$ cat config.mk
export PLATFORM = sky130hd
export DESIGN_NAME = driver_conf_scheduler
export DESIGN_NICKNAME = d
export VERILOG_FILES = /design/src/rtl/drv_conf_pkg.sv /design/src/rtl/conf_readback_shifter.sv /design/src/rtl/driver_conf_scheduler.sv
export SDC_FILE = /design/constraint.sdc
export NUM_CORES = 1
export LEC_CHECK = 0
export ABC_AREA = 1
export CORE_ASPECT_RATIO = 0.8
export CORE_MARGIN = 2
export CORE_UTILIZATION = 57
export CTS_CLUSTER_SIZE = 30
export DETAILED_ROUTE_END_ITERATION = 16
export PLACE_DENSITY = 0.85
export REMOVE_ABC_BUFFERS = 1
export SLEW_MARGIN = 5
export SYNTH_ARGS = -nofsm -noshare
export SYNTH_HDL_FRONTEND = slang
export SYNTH_SLANG_ARGS = --single-unit
$ cat constraint.sdc
create_clock -name clk_lse -period 2.55 [get_ports clk_lse]
set_clock_uncertainty 0.2 [all_clocks]
set_input_delay 0.51 -clock clk_lse [delete_from_list [all_inputs] [get_ports clk_lse]]
set_output_delay 0.51 -clock clk_lse [all_outputs]
set_load 0.02 [all_outputs]
$ cat src/rtl/drv_conf_pkg.sv
// ============================================================================
// drv_conf_pkg -- shared types/constants for the FC configuration scheduler.
// Revision 1.0
// ============================================================================
`default_nettype none

package drv_conf_pkg;

    localparam int FC_WIDTH = 48;
    localparam int FC_BYTES = 6;

    localparam int BOOT_RST_CYC  = 15;
    localparam int BOOT_CFG_CYC  = 49;
    localparam int BOOT_LAT_CYC  = 6;
    localparam int BOOT_GAP_CYC  = 11;
    localparam int BOOT_READ_CYC = 53;

    // The READFC dump occupies the last FC_WIDTH cycles of the boot sequence.
    localparam int DUMP_START_DEF = BOOT_RST_CYC + BOOT_CFG_CYC + BOOT_LAT_CYC
                                  + BOOT_GAP_CYC + BOOT_READ_CYC - FC_WIDTH;

    typedef enum logic [2:0] {
        ST_IDLE    = 3'd0,
        ST_PENDING = 3'd1,
        ST_APPLY   = 3'd2,
        ST_SETTLE  = 3'd3,
        ST_CAPTURE = 3'd4,
        ST_CHECK   = 3'd5
    } conf_state_e;

endpackage

`default_nettype wire

$ cat src/rtl/conf_readback_shifter.sv
// ============================================================================
// conf_readback_shifter -- MSB-first serial capture of the READFC dump word.
// Revision 1.0
// ============================================================================
`default_nettype none

module conf_readback_shifter
    import drv_conf_pkg::*;
(
    input  logic                clk_i,
    input  logic                rst_ni,
    input  logic                clr_i,
    input  logic                en_i,
    input  logic                sin_i,
    output logic [FC_WIDTH-1:0] data_o,
    output logic                done_o
);

    logic [FC_WIDTH-1:0] data_q;
    logic [5:0]          bit_cnt_q;

    // Clear restarts the bit count only; the last dump stays visible.
    always_ff @(posedge clk_i or negedge rst_ni) begin
        if (!rst_ni) begin
            data_q    <= '0;
            bit_cnt_q <= '0;
        end else if (clr_i) begin
            bit_cnt_q <= '0;
        end else if (en_i) begin
            data_q    <= {data_q[FC_WIDTH-2:0], sin_i};
            bit_cnt_q <= done_o ? 6'd0 : bit_cnt_q + 6'd1;
        end
    end

    assign done_o = en_i && (bit_cnt_q == 6'(FC_WIDTH - 1));
    assign data_o = data_q;

endmodule

`default_nettype wire

$ cat src/rtl/driver_conf_scheduler.sv
// ============================================================================
// driver_conf_scheduler -- applies the FC word in a safe slice window and
// verifies it against the driver readback. Revision 1.0
// ============================================================================
`default_nettype none

module driver_conf_scheduler
    import drv_conf_pkg::*;
#(
    parameter logic [FC_WIDTH-1:0] DEFAULT_CONF = '0,
    parameter int                  DUMP_START   = DUMP_START_DEF,
    parameter int                  MAX_RETRY    = 2
) (
    input  logic                clk_lse,
    input  logic                nrst,
    input  logic                wr_en,
    input  logic [2:0]          wr_addr,
    input  logic [7:0]          wr_data,
    input  logic                commit,
    input  logic                slice_idle,
    input  logic                driver_sout,
    output logic [FC_WIDTH-1:0] serialized_conf,
    output logic                new_configuration_ready,
    output logic                conf_busy,
    output logic                conf_ok,
    output logic                conf_error,
    output logic [FC_WIDTH-1:0] readback
);

    localparam int                  RETRY_W     = (MAX_RETRY > 0) ? $clog2(MAX_RETRY + 1) : 1;
    localparam logic [RETRY_W-1:0]  RETRY_LIMIT = RETRY_W'(MAX_RETRY);
    localparam logic [7:0]          SETTLE_LAST = 8'(DUMP_START - 1);

    generate
        if (DUMP_START < 1 || DUMP_START > 200) begin : g_dump_start_check
            $error("driver_conf_scheduler: DUMP_START must lie in 1..200");
        end
    endgenerate

    conf_state_e          state_q, state_d;
    logic [FC_WIDTH-1:0]  shadow_q;
    logic [FC_WIDTH-1:0]  active_q, active_d;
    logic [7:0]           cnt_q, cnt_d;
    logic [RETRY_W-1:0]   retry_q, retry_d;
    logic                 pending_q, pending_d;
    logic                 ready_q;
    logic                 ok_q, ok_d;
    logic                 err_q, err_d;
    logic                 shift_en, shift_clr, shift_done;

    always_ff @(posedge clk_lse or negedge nrst) begin
        if (!nrst) begin
            shadow_q <= DEFAULT_CONF;
        end else begin
            for (int b = 0; b < FC_BYTES; b++) begin
                if (wr_en && (wr_addr == 3'(b))) begin
                    shadow_q[b*8 +: 8] <= wr_data;
                end
            end
        end
    end

    always_ff @(posedge clk_lse or negedge nrst) begin
        if (!nrst) begin
            state_q   <= ST_IDLE;
            active_q  <= DEFAULT_CONF;
            cnt_q     <= '0;
            retry_q   <= '0;
            pending_q <= 1'b0;
            ready_q   <= 1'b0;
            ok_q      <= 1'b0;
            err_q     <= 1'b0;
        end else begin
            state_q   <= state_d;
            active_q  <= active_d;
            cnt_q     <= cnt_d;
            retry_q   <= retry_d;
            pending_q <= pending_d;
            ready_q   <= (state_d == ST_APPLY);
            ok_q      <= ok_d;
            err_q     <= err_d;
        end
    end

    always_comb begin
        state_d   = state_q;
        active_d  = active_q;
        cnt_d     = cnt_q;
        retry_d   = retry_q;
        pending_d = pending_q;
        ok_d      = ok_q;
        err_d     = err_q;
        shift_en  = 1'b0;
        shift_clr = 1'b0;

        if (commit) begin
            err_d = 1'b0;
        end
        // PENDING already owns a request, so a commit there simply merges.
        if (commit && (state_q != ST_IDLE) && (state_q != ST_PENDING)) begin
            pending_d = 1'b1;
        end

        case (state_q)
            ST_IDLE: begin
                if (commit) begin
                    state_d = ST_PENDING;
                end
            end
            ST_PENDING: begin
                if (slice_idle) begin
                    state_d   = ST_APPLY;
                    active_d  = shadow_q;
                    pending_d = 1'b0;
                end
            end
            ST_APPLY: begin
                ok_d      = 1'b0;
                cnt_d     = '0;
                shift_clr = 1'b1;
                state_d   = ST_SETTLE;
            end
            ST_SETTLE: begin
                cnt_d = cnt_q + 8'd1;
                if (cnt_q == SETTLE_LAST) begin
                    state_d = ST_CAPTURE;
                end
            end
            ST_CAPTURE: begin
                shift_en = 1'b1;
                if (shift_done) begin
                    state_d = ST_CHECK;
                end
            end
            ST_CHECK: begin
                if ((readback == active_q) || (retry_q == RETRY_LIMIT)) begin
                    if (readback == active_q) begin
                        ok_d = 1'b1;
                    end else begin
                        err_d = 1'b1;
                    end
                    retry_d = '0;
                    state_d = (pending_q || commit) ? ST_PENDING : ST_IDLE;
                end else begin
                    retry_d = retry_q + RETRY_W'(1);
                    state_d = ST_APPLY;
                end
            end
            default: begin
                state_d = ST_IDLE;
            end
        endcase
    end

    conf_readback_shifter u_shifter (
        .clk_i  (clk_lse),
        .rst_ni (nrst),
        .clr_i  (shift_clr),
        .en_i   (shift_en),
        .sin_i  (driver_sout),
        .data_o (readback),
        .done_o (shift_done)
    );

    assign serialized_conf         = active_q;
    assign new_configuration_ready = ready_q;
    assign conf_busy               = (state_q != ST_IDLE);
    assign conf_ok                 = ok_q;
    assign conf_error              = err_q;

endmodule

`default_nettype wire

==> results.tsv, run 1 <==
stage	metric	value	unit
drt	drt pass-1 iters	6	
drt	WL final	16.6	mm
status	status	completed	
cells_and_area	Multi-input gate area	0.00258	mm^2
sta	Worst-Margin Slew	0.555	ns
cells_and_area	Final Instance Area	0.00904	mm^2
worst_setup_path	crit path kind	reg -> out	
power	Power per Cell Area	619	mW/mm^2
worst_setup_path	Worst Path Required	1.84	ns
synth	Mapped Cells	822	
power	Sw Share	23.3	%
cts	CTS tree	done	
sta	Slew Viols, Final	0	
sta	relative slew slack	63.0	%
power	Lkg Pwr	4.46	nW
drt	Routed WL per cell	15.0	um
cts	H-tree levels	4	
drt	Vias/cell	5.25	
cts	Num CTS Buffers	17	
cells_and_area	highest-count cells in the layout ignoring fill and taps	365 x nand2_1, 166 x dfrtp_1, 115 x clkdlybuf4s50_1, 88 x o21ai_0, 61 x inv_1	
power	Flop pwr share	51.5	%
power	NetSw	1.30	mW
floorplan	Core ar.	0.0122	mm^2
cells_and_area	n_diodes	0	
power	Clock power frac	44.2	%
worst_setup_path	crit end category	output port	
cells_and_area	fillers	866	
worst_setup_path	Worst Path Arrival	1.71	ns
synth	#FFs+latches synth	167	
floorplan	Core Rows	36	
sta	setup violators final	0	
cells_and_area	most common cell after layout, fill and taps aside	nand2_1	
synth	Mapped Area	0.00710	mm^2
cts	Worst-Skew Late Latency	0.42	ns
sta	f_max	414	MHz
placed_design	Final HPWL DP	11.2	mm
drt	# DRC	0	
cts	clk sink count	167	
floorplan	I/O pin cnt	117	
cells_and_area	layout cells sized above 1	5.56	%
cells_and_area	Area Growth Syn to Fin	27.3	%
run	max-cap violations	0	
worst_hold_path	hold crit path type	reg -> reg	
floorplan	Starting Density	58.4	%
worst_hold_path	depth of the worst hold-timing path	2	
floorplan	die area	0.0134	mm^2
drt	Final ANT Viol Nets	0	
worst_setup_path	crit start category	register	
grt	largest net degree at the start of global routing	46	
cells_and_area	register area	0.00418	mm^2
cts	setup bufs post-CTS	0	
synth	Seq/Total Area, Yosys	58.9	%
drt	vias	5808	
grt	GR Util All Layers	25.9	%
grt	vias in the first global route	5335	
cts	Root Buffer	clkbuf_16	
power	Internal	4.29	mW
placed_design	placed instance area	0.00846	mm^2
grt	initial antenna violation count	0	
worst_hold_path	min-delay src	shadow_q[7]$_DFFE_PN0P_	
power	Max rail drop VDD	0.000494	V
floorplan	Die W	129	um
placed_design	RD Place Congestion	0.791	
grt	GRT overflow	0	
grt	global-route wire length before repair	27.0	mm
synth	Syn Area/Cell	8.64	um^2
cells_and_area	Final nets	963	
worst_hold_path	Min-Delay Endpoint	serialized_conf[7]$_DFFE_PN0P_	
worst_setup_path	flop-to-flop setup slack	0.52	ns
sta	period utilization	94.8	%
sta	Final Hold Violating Endpoints	0	
cts	clock tree buffer depth	2	
synth	Netlist cell types	29	
sta	fin crit period	2.42	ns
power	combinational share of power	4.3	%
sta	hold_ws	0.270	ns
drt	Initial DRC Count	387	
worst_setup_path	r2r endpoint	new_configuration_ready$_DFF_PN0_	
worst_setup_path	R2R cell count	10	
worst_setup_path	Worst Path Max Fanout	4	
placed_design	I/O Buffers	116	
sta	RSZ-0062 raised after global routing	no	
worst_setup_path	reg2reg start	serialized_conf[15]$_DFFE_PN0P_	
synth	YS warnings	0	
floorplan	Die Y	104	um
cts	clock-pin slew on the worst setup and hold paths	0.06	ns
## power by group through the flow
stage                     sequential (mW)  clock, mW  combinational, mW
after floorplan                      2.90          0              0.115
after global placement               2.92          0              0.223
after detailed placement             2.92          0              0.242
after global routing                 2.89       2.62              0.286
final                                2.88       2.47              0.242
after CTS                            2.88       2.50              0.247
## synthesized netlist by cell type
library cell	n	area, um^2
nand2_1	365	1370
o21a_1	1	7.51
inv_1	61	229
nor2_2	2	12.5
o21ai_0	88	440
mux2i_1	1	10.0
inv_2	2	7.51
nor3b_1	1	7.51
o31ai_1	3	22.5
nor3_4	1	16.3
nand4_1	2	12.5
o21ai_1	2	10.0
nor3_2	1	10.0
nor3_1	5	25.0
nor4_1	1	6.26
xor2_1	1	8.76
xnor2_1	34	298
ha_1	4	50.1
a21oi_1	8	40.0
o22ai_1	4	25.0
nand2_4	1	11.3
dfrtp_1	167	4180
clkbuf_1	16	60.1
o32ai_1	1	8.76
nor2_4	1	11.3
buf_2	10	50.1
nand3_2	2	20.0
nor2_1	27	101
nand3_1	10	50.1
## logic make-up (layout without fill, tap and decap cells)
group	count (synthesis)	in the layout	share of synthesized area, %
muxes	1	1	0.141
xor gates and xnor gates	35	35	4.32
DFF	167	167	58.9
buffers and inverters	89	221	4.88
and+or+nand+nor	419	419	23.3
adders and majority gates	4	4	0.705
AOI/OAI and AO/OA	107	107	7.81
## worst max-delay path, stage by stage, from the launching register on
cell             delay (ns)
dfrtp_1                0.51
nor2_4                 0.08
nand2_1                0.10
clkdlybuf4s50_1        0.61
## what timing repair did
| action | in CTS | in global routing |
|---|---|---|
| endpoints found under the hold margin | 36 | 0 |
| gates resized for setup | 0 | 2 |
| hold buffers | 1 | 0 |
| setup endpoints to repair | 0 | 1 |
## layer usage
layer	vias to the layer above	GRT usage, %	share of wire (%)
li1	2805	-	-
met1	2766	39.0	47
met2	215	37.8	45
met3	22	5.58	7.0
met4	0	8.46	1.5
met5	-	0	0
## through the flow
step                instances  power [mW]  setup TNS, ns  util, %  worst slack, ns
floorplan                 796        3.01          -2.29        -           -0.327
detailed placement       1074        3.16              0     69.5            0.232
global route             1106        5.80              0     74.3           0.0657
finish                   1106        5.59              0     74.3            0.132
CTS                      1106        5.62              0     74.3           0.0758
global placement         1074        3.15              0     69.5            0.320
## registers in the layout, indices dropped and copies added (netlist names)
signal                   flops
cnt_q                        8
conf_error                   1
conf_ok                      1
new_configuration_ready      1
pending_q                    1
retry_q                      2
serialized_conf             48
shadow_q                    48
state_q                      3
u_shifter.bit_cnt_q          6
u_shifter.data_o            48
## area by class of cell
cell class	instances	share of cell area, %
clock buffer	19	5.01
clock inverter	12	1.29
inverter	63	2.62
multi-input combinational	566	28.5
sequential	167	46.2
tap	152	2.10
timing repair buffer	127	14.2
## worst max-delay path by stage
stage	end	slack, ns	cells after the start	startpoint
after detailed placement	shadow_q[16]$_DFFE_PN0P_	0.23	6	wr_en
final	conf_busy	0.13	3	state_q[1]$_DFF_PN0_
after global placement	shadow_q[17]$_DFFE_PN0P_	0.32	6	wr_en
after CTS	conf_busy	0.08	3	state_q[0]$_DFF_PN0_
after global routing	conf_busy	0.07	3	state_q[1]$_DFF_PN0_
after floorplan	new_configuration_ready$_DFF_PN0_	-0.33	6	state_q[0]$_DFF_PN0_
Power figures use the tool's default switching activity.
==> run 2: changes to the inputs <==
- MAX_ROUTING_LAYER: default -> met4
==> results.tsv, run 2 (synthesis gave the netlist of run 1 again) <==
stage	metric	value	unit	change
status	status	completed		unchanged
sta	fin crit period	2.42	ns	about the same
floorplan	Core ar.	0.0122	mm^2	unchanged
cells_and_area	layout cells sized above 1	5.56	%	unchanged
drt	vias	5818		was 5808
worst_setup_path	Worst Path Required	1.84	ns	about the same
placed_design	Final HPWL DP	11.2	mm	unchanged
grt	global-route wire length before repair	27.1	mm	was 27.0 mm
cts	clock-pin slew on the worst setup and hold paths	0.06	ns	about the same
floorplan	die area	0.0134	mm^2	unchanged
sta	Slew Viols, Final	0		unchanged
cells_and_area	fillers	866		unchanged
grt	largest net degree at the start of global routing	46		unchanged
cts	CTS tree	done		unchanged
power	Power per Cell Area	619	mW/mm^2	about the same
worst_hold_path	hold crit path type	reg -> reg		unchanged
floorplan	Die W	129	um	unchanged
worst_hold_path	depth of the worst hold-timing path	2		unchanged
cts	Num CTS Buffers	17		unchanged
worst_setup_path	slowest stage delay, CP	0.61	ns	about the same
drt	drt pass-1 iters	5		was 6
power	Lkg Pwr	4.46	nW	unchanged
power	Clock power frac	44.2	%	about the same
cells_and_area	non-filler cells in the finished layout	1106		unchanged
power	combinational share of power	4.3	%	about the same
grt	GRT overflow	0		unchanged
cells_and_area	n_diodes	0		unchanged
worst_setup_path	crit-path cells	nor2_4 > nand2_1 > clkdlybuf4s50_1		unchanged
worst_setup_path	Slowest-stage cell, CP	clkdlybuf4s50_1		unchanged
cts	clock tree buffer depth	2		unchanged
grt	GR Util All Layers	26.7	%	was 25.9%
drt	Vias/cell	5.26		was 5.25
cells_and_area	Final nets	963		unchanged
grt	initial antenna violation count	0		unchanged
placed_design	placed insts	1074		unchanged
grt	vias in the first global route	5340		was 5335
cts	H-tree levels	4		unchanged
sta	Final Hold Violating Endpoints	0		unchanged
floorplan	Core Rows	36		unchanged
power	NetSw	1.31	mW	was 1.30 mW
worst_setup_path	crit path kind	reg -> out		unchanged
sta	RSZ-0062 raised after global routing	no		unchanged
floorplan	Starting Density	58.4	%	unchanged
sta	f_max	413	MHz	was 414 MHz
sta	Worst-Margin Slew	0.560	ns	was 0.555 ns
drt	Routed WL per cell	15.0	um	about the same
cts	clk sink count	167		unchanged
cts	Root Buffer	clkbuf_16		unchanged
sta	period utilization	95.0	%	was 94.8%
cts	Worst-Skew Late Latency	0.43	ns	was 0.42 ns
worst_setup_path	R2R cell count	10		unchanged
worst_setup_path	crit start category	register		unchanged
cts	setup bufs post-CTS	0		unchanged
worst_setup_path	Worst Path Max Fanout	4		unchanged
drt	WL final	16.6	mm	about the same
floorplan	Die Y	104	um	unchanged
sta	setup violators final	0		unchanged
placed_design	RD Place Congestion	0.802		was 0.791
power	Flop pwr share	51.5	%	about the same
cells_and_area	most common cell after layout, fill and taps aside	nand2_1		unchanged
worst_setup_path	Worst Path Arrival	1.71	ns	about the same
placed_design	I/O Buffers	116		unchanged
cells_and_area	Area Growth Syn to Fin	27.3	%	unchanged
power	Max rail drop VDD	0.000501	V	was 0.000494 V
power	Sw Share	23.4	%	was 23.3%
cells_and_area	highest-count cells in the layout ignoring fill and taps	365 x nand2_1, 166 x dfrtp_1, 115 x clkdlybuf4s50_1, 88 x o21ai_0, 61 x inv_1		unchanged
cells_and_area	final core utilization	74.3	%	unchanged
sta	Setup TNS	0	ns	unchanged
sta	relative slew slack	62.6	%	was 63.0%
drt	# DRC	0		unchanged
worst_setup_path	crit end category	output port		unchanged
floorplan	I/O pin cnt	117		unchanged
power	Internal	4.29	mW	about the same
drt	Initial DRC Count	413		was 387
run	max-cap violations	0		unchanged
drt	Final ANT Viol Nets	0		unchanged
-- run 2: cell counts in the layout (fill, tap and decap cells not counted) --
No cell type changed its count.
-- run 2: power by group through the flow --
stage	sequential, mW	clock, mW	combinational (mW)
finish	2.88	2.47	0.242
global route	2.89	2.62	0.286
floorplan	2.90	0	0.115
CTS	2.88	2.50	0.247
global placement	2.92	0	0.223
detailed placement	2.92	0	0.242
-- run 2: timing repair --
item	in CTS	in global routing
setup endpoints to repair	0	1
resized for setup	0	2
hold buffers	1	0
endpoints found under the hold margin	36	0
-- run 2: layout make-up --
type / count / area (um^2) / area share [%]
Clock buffer: 19 / 453 / 5.01
Clock inverter: 12 / 116 / 1.29
Inverter: 63 / 236 / 2.62
Multi-Input combinational cell: 566 / 2580 / 28.5
Sequential cell: 167 / 4180 / 46.2
Tap cell: 152 / 190 / 2.10
Timing Repair Buffer: 127 / 1280 / 14.2
-- run 2: worst max-delay path: cells and delay by family, from the launching register on --
kind	cells	cell delay [ns]
buffers and inverters	1	0.61
AND/OR/NAND/NOR	2	0.18
flip-flops	1	0.51
-- run 2: final timing paths --
path | startpoint | end | slack, ns
max | state_q[1]$_DFF_PN0_ | conf_busy | 0.13
max in group asynchronous | nrst | u_shifter.data_o[0]$_DFFE_PN0P_ | 1.12
min in group asynchronous | nrst | cnt_q[6]$_DFFE_PN0P_ | 0.37
min | shadow_q[7]$_DFFE_PN0P_ | serialized_conf[7]$_DFFE_PN0P_ | 0.27
max reg2reg | serialized_conf[15]$_DFFE_PN0P_ | new_configuration_ready$_DFF_PN0_ | 0.54
min reg2reg | shadow_q[7]$_DFFE_PN0P_ | serialized_conf[7]$_DFFE_PN0P_ | 0.27
-- run 2: metrics by stage --
| stage | cell area [um^2] | power, mW | hold WS, ns | setup slack (ns) |
|---|---|---|---|---|
| global placement | 8460 | 3.15 | 0.251 | 0.320 |
| global route | 9040 | 5.80 | 0.291 | 0.0642 |
| floorplan | 6990 | 3.01 | 0.0144 | -0.327 |
| CTS | 9030 | 5.62 | 0.271 | 0.0758 |
| finish | 9040 | 5.60 | 0.270 | 0.127 |
| detailed placement | 8460 | 3.16 | 0.252 | 0.232 |
-- run 2: per-layer routing --
| layer | share of wire (%) | vias up | global-route usage [%] |
|---|---|---|---|
| met5 | 0 | - | - |
| met4 | 1.6 | 0 | 8.46 |
| met3 | 6.0 | 25 | 5.32 |
| met2 | 45 | 205 | 37.9 |
| met1 | 47 | 2787 | 39.3 |
| li1 | - | 2801 | - |
==> run 3: changes to the inputs <==
- CORE_UTILIZATION: 57 -> 60
- DONT_BUFFER_PORTS: default -> 1
- PLACE_DENSITY: 0.85 -> 0.76
- REMOVE_ABC_BUFFERS: 1 -> default
- SYNTH_HIERARCHICAL: default -> 1
==> results.tsv, run 3 <==
stage	metric	value	unit	change
power	Sw Share	22.7	%	was 23.4%
cts	setup bufs post-CTS	0		unchanged
synth	#FFs+latches synth	167		unchanged
placed_design	RD Place Congestion	0.960		was 0.802
synth	Top FF cell, synth	dfrtp_1		unchanged
cts	clock-pin slew on the worst setup and hold paths	0.07	ns	was 0.06 ns
drt	Vias/cell	5.59		was 5.26
sta	period utilization	85.7	%	was 95.0%
cells_and_area	most common cell after layout, fill and taps aside	nand2_1		unchanged
synth	Syn Area/Cell	8.63	um^2	was 8.64 um^2
sta	Final Hold Violating Endpoints	167		was 0
grt	GR Util All Layers	28.8	%	was 26.7%
worst_setup_path	crit end category	register		was output port
worst_setup_path	flop-to-flop setup slack	0.37	ns	was 0.54 ns
drt	drt pass-1 iters	5		unchanged
cts	Root Buffer	clkbuf_16		unchanged
power	Power per Cell Area	711	mW/mm^2	was 619 mW/mm^2
grt	GRT overflow	0		unchanged
cts	Gates resized, CTS repair	0		unchanged
cells_and_area	highest-count cells in the layout ignoring fill and taps	399 x nand2_1, 167 x dfrtp_1, 68 x o21ai_1, 40 x xnor2_1, 33 x inv_1		was 365 x nand2_1, 166 x dfrtp_1, 115 x clkdlybuf4s50_1, 88 x o21ai_0, 61 x inv_1
sta	f_max	458	MHz	was 413 MHz
synth	area leader, netlist	dfrtp_1		unchanged
placed_design	Final HPWL DP	11.2	mm	about the same
sta	fin crit period	2.18	ns	was 2.42 ns
floorplan	Starting Density	62.2	%	was 58.4%
sta	relative slew slack	59.8	%	was 62.6%
placed_design	pre-CTS setup slack	0.379	ns	was 0.232 ns
sta	hold_ws	-0.412	ns	was 0.270 ns
power	Internal	4.35	mW	was 4.29 mW
power	combinational share of power	3.1	%	was 4.3%
drt	Final ANT Viol Nets	0		unchanged
cells_and_area	Final nets	856		was 963
sta	Slew Viols, Final	0		unchanged
grt	global-route wire length before repair	27.9	mm	was 27.1 mm
synth	Seq/Total Area, Yosys	57.9	%	was 58.9%
power	Max rail drop VDD	0.000577	V	was 0.000501 V
cells_and_area	fillers	902		was 866
sta	Setup TNS	0	ns	unchanged
drt	Initial DRC Count	547		was 413
sta	post-route setup slack	0.366	ns	was 0.127 ns
power	Clock power frac	45.8	%	was 44.2%
synth	Mapped Cells	837		was 822
cts	clk sink count	167		unchanged
grt	vias in the first global route	5488		was 5340
floorplan	die area	0.0129	mm^2	was 0.0134 mm^2
cts	Num CTS Buffers	17		unchanged
floorplan	Core ar.	0.0116	mm^2	was 0.0122 mm^2
drt	Routed WL per cell	16.8	um	was 15.0 um
status	status	finished with violations		was completed
cts	clock tree buffer depth	2		unchanged
synth	Synth top cells by count	399 x nand2_1, 167 x dfrtp_1, 68 x o21ai_1, 40 x xnor2_1, 33 x inv_1		was 365 x nand2_1, 167 x dfrtp_1, 88 x o21ai_0, 61 x inv_1, 34 x xnor2_1
synth	syn nets	858		
synth	Netlist cell types	32		was 29
run	max-cap violations	0		unchanged
cts	CTS Hold Bufs	1		unchanged
floorplan	Core Rows	35		was 36
worst_hold_path	hold crit path type	in -> async		was reg -> reg
sta	setup violators final	0		unchanged
power	Lkg Pwr	4.13	nW	was 4.46 nW
worst_setup_path	Worst Path Required	2.71	ns	was 1.84 ns
drt	vias	5563		was 5818
status	failing checks	negative hold slack		
floorplan	Die Y	102	um	was 104 um
synth	top post-synthesis cells by area	dfrtp_1 58%, nand2_1 21%, xnor2_1 4.9%		was dfrtp_1 59%, nand2_1 19%, o21ai_0 6.2%
drt	# DRC	0		unchanged
drt	WL final	16.8	mm	was 16.6 mm
grt	largest net degree at the start of global routing	168		was 46
worst_setup_path	Worst Path Arrival	2.34	ns	was 1.71 ns
placed_design	I/O Buffers	0		was 116
power	Flop pwr share	51.1	%	was 51.5%
worst_setup_path	Worst Path Max Fanout	30		was 4
floorplan	I/O pin cnt	117		unchanged
sta	RSZ-0062 raised after global routing	no		unchanged
cts	CTS tree	done		unchanged
worst_setup_path	crit start category	register		unchanged
sta	Worst-Margin Slew	0.601	ns	was 0.560 ns
synth	top cell type's share of synthesized area	57.9	%	was 58.9%
synth	Post-synth EDFFs	0		unchanged
synth	YS warnings	6		was 0
power	NetSw	1.27	mW	was 1.31 mW
synth	Mapped Area	0.00722	mm^2	was 0.00710 mm^2
power	total power	5.62	mW	was 5.60 mW
synth	share of synthesized registers carrying an async set or reset	100	%	unchanged
cells_and_area	layout cells sized above 1	8.37	%	was 5.56%
grt	initial antenna violation count	0		unchanged
floorplan	Die W	127	um	was 129 um
worst_setup_path	crit path kind	reg -> reg		was reg -> out
cells_and_area	Area Growth Syn to Fin	9.55	%	was 27.3%
synth	count leader, synth	nand2_1		unchanged
cts	H-tree levels	4		unchanged
cts	Worst-Skew Late Latency	0.43	ns	about the same
cells_and_area	n_diodes	0		unchanged
==> run 3: cell types whose count changed after synthesis, moves of 11 or more <==
cell	previous run	this run
inv_2	2	17
o21ai_0	88	1
nand2_1	365	399
o21ai_1	2	68
inv_1	61	33
clkbuf_1	16	5
==> run 3: worst max-delay path, cell delays in order (launching register included) <==
cell     delay (ns)
dfrtp_1        0.50
inv_2          0.10
nand3_1        0.11
inv_2          0.10
inv_2          0.05
nor2_4         0.41
buf_4          0.44
nand2_1        0.10
nand2_1        0.08
==> run 3: logic make-up after synthesis <==
group / Yosys count / synth area share, %
compound gates: 85 / 6.27
xor+xnor: 41 / 4.97
flops: 167 / 57.9
fa+ha+maj: 4 / 0.693
buf+inv: 80 / 4.87
simple gates: 460 / 25.3
==> run 3: layer usage <==
metal | part of all wire [%] | global-route usage (%) | vias to the layer above
met3 | 9.0 | 10.4 | 22
met4 | 1.5 | 8.28 | 0
li1 | - | - | 2600
met2 | 47 | 43.6 | 203
met1 | 42 | 37.0 | 2738
met5 | 0 | - | -
==> run 3: area by class of cell <==
| cell class | instances | area, um^2 | share of cell area, % |
|---|---|---|---|
| Sequential cell | 167 | 4180 | 52.8 |
| Multi-Input combinational cell | 590 | 2690 | 34.0 |
| Clock buffer | 20 | 447 | 5.65 |
| Inverter | 52 | 196 | 2.48 |
| Tap cell | 148 | 185 | 2.34 |
| Clock inverter | 12 | 145 | 1.83 |
| Timing Repair Buffer | 7 | 67.6 | 0.854 |
==> run 3: power by group through the flow <==
| stage | logic, mW | clock network (mW) | registers, mW |
|---|---|---|---|
| after floorplan | 0.134 | 0 | 2.90 |
| after global placement | 0.156 | 0 | 2.91 |
| after detailed placement | 0.168 | 0 | 2.92 |
| after CTS | 0.173 | 2.60 | 2.87 |
| after global routing | 0.201 | 2.73 | 2.89 |
| final | 0.173 | 2.58 | 2.87 |
==> run 3: metrics by stage <==
stage	instance area, um^2	cells	util (%)	hold slack [ns]
finish	7910	996	68.2	-0.412
global route	7910	996	68.2	-0.445
CTS	7910	996	68.2	-0.428
detailed placement	7310	963	63.0	0.0216
global placement	7310	963	63.0	0.0224
floorplan	7220	837	-	0.0144
==> run 3: final timing paths <==
| kind | depth (start not counted) | from | end |
|---|---|---|---|
| min | 0 | nrst | serialized_conf[25]$_DFFE_PN0P_ |
| max | 8 | state_q[0]$_DFF_PN0_ | u_shifter/data_o[29]$_DFFE_PN0P_ |
| max reg2reg | 8 | state_q[0]$_DFF_PN0_ | u_shifter/data_o[29]$_DFFE_PN0P_ |
| max in group asynchronous | 0 | nrst | serialized_conf[4]$_DFFE_PN0P_ |
| min reg2reg | 2 | shadow_q[10]$_DFFE_PN0P_ | serialized_conf[10]$_DFFE_PN0P_ |
| min in group clk_lse | 3 | commit | conf_error$_DFF_PN0_ |
